===== src/rtl/fine_time_readout_arb.sv =====
// Four-channel fine-time hit capture: one-deep time-stamped holding per channel,
// round-robin readout onto a single valid/ready stream, and local-bus registers.
module fine_time_readout_arb #(
  parameter logic [7:0] BASE = 8'hE8,
  parameter int         TSW  = 11
) (
  input  logic            clk,
  input  logic            rst,
  input  logic [127:0]    hit_in,
  input  logic [11:0]     pid_in,
  output logic [36+TSW:0] out_data,
  output logic            out_valid,
  input  logic            out_ready,
  input  logic [31:0]     DataIn,
  input  logic [7:0]      Address,
  input  logic            Read,
  input  logic            Write,
  output logic [31:0]     DataOut
);

  localparam int         EW        = 35 + TSW;
  localparam logic [7:0] ADDR_CTRL = BASE;
  localparam logic [7:0] ADDR_D01  = BASE + 8'd1;
  localparam logic [7:0] ADDR_D23  = BASE + 8'd2;

  logic [TSW-1:0]  ts_q;
  logic [EW-1:0]   h_q    [4];
  logic [EW-1:0]   h_d    [4];
  logic [15:0]     drop_q [4];
  logic [15:0]     drop_d [4];
  logic [3:0]      pend_q, pend_d;
  logic [3:0]      en_q, en_d;
  logic            out_valid_q, out_valid_d;
  logic [36+TSW:0] out_data_q, out_data_d;
  logic [1:0]      last_q, last_d;

  logic       slot_free, gnt_any, wr_ctrl, clr;
  logic [1:0] gnt_idx, cand;
  logic [3:0] granted, cap;
  logic       unused_datain;

  assign unused_datain = ^{DataIn[31:9], DataIn[7:4]};
  assign wr_ctrl       = Write && (Address == ADDR_CTRL);
  assign clr           = wr_ctrl && DataIn[8];

  always_comb begin
    slot_free = !out_valid_q || out_ready;
    gnt_any   = 1'b0;
    gnt_idx   = last_q;
    cand      = last_q;
    // Walk farthest to nearest so the channel just after last wins.
    for (int i = 4; i >= 1; i--) begin
      cand = last_q + 2'(i);
      if (pend_q[cand]) begin
        gnt_any = 1'b1;
        gnt_idx = cand;
      end
    end
    granted = '0;
    if (slot_free && gnt_any) granted[gnt_idx] = 1'b1;
  end

  always_comb begin
    en_d = wr_ctrl ? DataIn[3:0] : en_q;
    cap  = '0;
    for (int n = 0; n < 4; n++) begin
      cap[n]    = (|hit_in[32*n +: 32]) && en_q[n];
      pend_d[n] = pend_q[n] && !granted[n];
      h_d[n]    = h_q[n];
      drop_d[n] = drop_q[n];
      if (cap[n] && !pend_d[n]) begin
        h_d[n]    = {pid_in[3*n +: 3], ts_q, hit_in[32*n +: 32]};
        pend_d[n] = 1'b1;
      end else if (cap[n] && drop_q[n] != 16'hFFFF) begin
        drop_d[n] = drop_q[n] + 16'd1;
      end
      if (clr) drop_d[n] = '0;
    end
  end

  always_comb begin
    out_valid_d = out_valid_q;
    out_data_d  = out_data_q;
    last_d      = last_q;
    if (slot_free) begin
      out_valid_d = gnt_any;
      if (gnt_any) begin
        out_data_d = {gnt_idx, h_q[gnt_idx]};
        last_d     = gnt_idx;
      end
    end
  end

  always_ff @(posedge clk or negedge rst) begin
    if (!rst) begin
      ts_q        <= '0;
      pend_q      <= '0;
      en_q        <= 4'hF;
      out_valid_q <= 1'b0;
      out_data_q  <= '0;
      last_q      <= 2'd3;
      for (int n = 0; n < 4; n++) begin
        h_q[n]    <= '0;
        drop_q[n] <= '0;
      end
    end else begin
      ts_q        <= ts_q + TSW'(1);
      pend_q      <= pend_d;
      en_q        <= en_d;
      out_valid_q <= out_valid_d;
      out_data_q  <= out_data_d;
      last_q      <= last_d;
      for (int n = 0; n < 4; n++) begin
        h_q[n]    <= h_d[n];
        drop_q[n] <= drop_d[n];
      end
    end
  end

  always_comb begin
    DataOut = '0;
    if (Read) begin
      if (Address == ADDR_CTRL)     DataOut = {28'd0, en_q};
      else if (Address == ADDR_D01) DataOut = {drop_q[1], drop_q[0]};
      else if (Address == ADDR_D23) DataOut = {drop_q[3], drop_q[2]};
    end
  end

  assign out_valid = out_valid_q;
  assign out_data  = out_data_q;

endmodule


===== config.mk =====
export PLATFORM = sky130hd
export DESIGN_NAME = fine_time_readout_arb
export DESIGN_NICKNAME = d
export VERILOG_FILES = /design/src/rtl/fine_time_readout_arb.sv
export SDC_FILE = /design/constraint.sdc
export NUM_CORES = 1
export LEC_CHECK = 0
export ABC_AREA = 1
export CORE_UTILIZATION = 35
export CTS_CLUSTER_DIAMETER = 30
export DETAILED_ROUTE_END_ITERATION = 12
export PLACE_DENSITY = 0.59
export REMOVE_ABC_BUFFERS = 1
export SLEW_MARGIN = 20
export SYNTH_ARGS = -nofsm -noshare
export SYNTH_HDL_FRONTEND = slang
export SYNTH_SLANG_ARGS = --single-unit

===== constraint.sdc =====
create_clock -name clk -period 2 [get_ports clk]
set_input_delay 0.3 -clock clk [delete_from_list [all_inputs] [get_ports clk]]
set_output_delay 0.3 -clock clk [all_outputs]
set_load 0.005 [all_outputs]

==> impl_metrics.toml <==
[run_status]
outcome = "finished with violations"
violations = "setup timing"

[floorplan]
start_util_pct = 35.62
fp-row-count = 80
die-area_mm2 = 0.04968
fp.dieH_um = 222.9
core-area_mm2 = 0.04795
io-pin-count = 266
die_w_um = 222.9

[route]
drt-initial-drc-count = 1554
drc = 0
dr_total_vias = 17930
viasPerCell = 5.046
routed_wl_um = 64000
wl_per_cell_um = 18.01
drtPass1Iterations = 7
ant_nets = 0

[setup_path]
crit_path_max_incr_delay_ns = 0.63
cp_slowest_cell = "dfstp_2"
worstReg2RegStart = "last_q[0]$_DFFE_PN1P_"
cp_top_family = "simple AND/OR/NAND/NOR gates"
worstSetupStartpointType = "register"
path_max_fanout = 6
worstSetupEndpointType = "register"
crit_buf_inv = 4
required_ns = 2.48
cpMostUsedCell = "nand2_2"
cp-startpoint = "last_q[0]$_DFFE_PN1P_"
critPathKind = "reg -> reg"
r2r_slack_ns = -0.35
crit_chain = "buf_6, nand2_1, nand2_2, nand2_2, buf_6, nand3_4, nor2_4, nor2_8, nand4_4, nand2_4, nand2_8, buf_16, clkbuf_16, nand2_2, o21ai_1"
worstPathArrival_ns = 2.83

[yosys]
avgSynthCellArea_um2 = 7.314
synth_seq_area_share_pct = 46.64
synth_cells = 2335
yosysWarnings = 0
ys_types = 39
synth_area_mm2 = 0.01708
ys_ff_latch = 318

[flow_run]
drv_cap = 0

[sta]
slew_violations = 0
fmax_mhz = 426.4
rsz0062_at_grt = "true"
slew_headroom_pct = 67.03
setup_viol = 311
finalClockSkew_ns = 0.02378
worst_slew_pin_slew_ns = 0.4946
fin_crit_ns = 2.345
finalCritPeriodShare_pct = 117.3
setup_ws_ns = -0.3452
hold_viol = 0

[finish]
num_antenna_cells = 0
design_area_mm2 = 0.02762
mostFrequentLayoutCell = "nand2_1"
area_delta_synth_final_pct = 61.73
layout_common_cells = "nand2_1, dfrtp_1, buf_4"
nets = 3059
drive_gt1_share_pct = 25.28

[power]
p_leak_nw = 13.78
power_density_mw_per_mm2 = 1922
irDropWorstVdd_mv = 1.023

[cts]
cts_root_buf = "clkbuf_16"
clock_latency_ns = 0.62
clk_pin_slew_ns = 0.04
cts_sinks = 318
cts_tree = "built"
htreeDepth = 3
cts_inserted_buffers = 89
clk_path_buf_depth = 3

[min_path]
hp-class = "in -> async"

[global_route]
grt_overflow = 0
antenna_found_initial = 0
first_global_vias = 17900
grt_max_degree = 55
grt_util_all_layers_pct = 24.48
grt_pass1_wl_um = 96030

[placed_design]
portBuffers = 238
dp_hpwl_um = 40320
placed_area_mm2 = 0.02193
place_congestion = 0.8769
dp_worst_setup_slack_ns = -0.6725
cells in the mapped netlist, drive strengths merged:
library cell	count	share of area, %
dfstp	6	0.92
o32ai	1	0.051
and3	1	0.037
xor2	42	2.2
o21ai	142	4.2
xnor2	5	0.26
inv	188	4.1
dfrtp	312	46
nand3	266	8.0
or2	1	0.037
clkbuf	40	0.88
clkinv	1	0.022
nand2	911	20
nor4	8	0.29
a221oi	1	0.051
a211oi	14	0.62
nor3	32	0.94
and2	2	0.073
nand4	39	1.5
a21oi	6	0.18
nand3b	49	2.2
o22ai	2	0.073
a31oi	5	0.18
nor3b	6	0.29
buf	85	2.8
ha	5	0.37
nor2	165	3.7
repair_timing:
| action | 4_1_cts | 5_1_grt |
|---|---|---|
| gates resized for setup | 253 | 239 |
| buffers inserted | 35 | 9 |
| gates cloned | 18 | 20 |
| hold endpoints to repair | 43 | 0 |
| setup endpoints to repair | 334 | 332 |
| hold buffers | 1 | 0 |
| pin swaps | 24 | 50 |
per-stage QoR:
stage / hold slack (ns) / power, mW / std cells / setup TNS [ns] / util [%]
finish: 0.2237 / 53.10 / 3554 / -69.34 / 57.61
global route: 0.2346 / 56.28 / 3554 / -109.25 / 57.61
floorplan: 0.004409 / 21.06 / 2210 / -603.17 / -
detailed placement: 0.2697 / 30.98 / 3319 / -94.62 / 45.73
CTS: 0.2091 / 49.46 / 3531 / -54.80 / 54.85
global placement: 0.2718 / 30.63 / 3319 / -89.87 / 45.73
cells by family after synthesis:
group                      share of synthesized area, %
adders and majority gates                        0.3663
and+or+nand+nor                                   37.39
AOI/OAI and AO/OA                                 5.312
buffers and inverters                             7.876
DFF                                               46.64
xor gates and xnor gates                          2.410
per-layer routing:
| metal | wire, um | vias up | GRT usage, % |
|---|---|---|---|
| li1 | - | 8585 | - |
| met1 | 27600 | 8543 | 32.30 |
| met2 | 29850 | 641 | 38.36 |
| met3 | 3863 | 163 | 4.451 |
| met4 | 2688 | 0 | 12.70 |
| met5 | 0 | - | 0 |
power by group:
group          internal (mW)  leakage, nW  switching (mW)
Sequential              9.25         3.99            1.99
Clock                   10.5         1.55            4.23
Combinational           12.2         8.25            15.0
worst paths after layout:
kind,to,cells past startpoint
worst min-delay path,h_q[102]$_DFFE_PN0P_,2
worst max register to register,h_q[132]$_DFFE_PN0P_,15
worst max-delay path,h_q[132]$_DFFE_PN0P_,15
worst min register to register,h_q[146]$_DFFE_PN0P_,2
min in group clk,en_q[0]$_DFFE_PN1N_,3
max in group asynchronous,out_data[44]$_DFFE_PN0P_,3
registers in the layout (all words and copies together) (netlist names):
| signal | flops |
|---|---|
| h_q | 184 |
| drop_q | 64 |
| out_data | 48 |
| ts_q | 11 |
| en_q | 4 |
| pend_q | 4 |
| last_q | 2 |
| out_valid | 1 |
area by class of cell:
type                            instances  area, um^2
Clock inverter                         34       513.0
Multi-Input combinational cell       1705        8912
Sequential cell                       318        7966
Tap cell                              615       769.5
Timing Repair Buffer                  566        6092
Fill cell                            4215       20330
Inverter                              189       723.2
Clock buffer                          127        2644
Note: power is estimated with default switching activity, not from simulation.
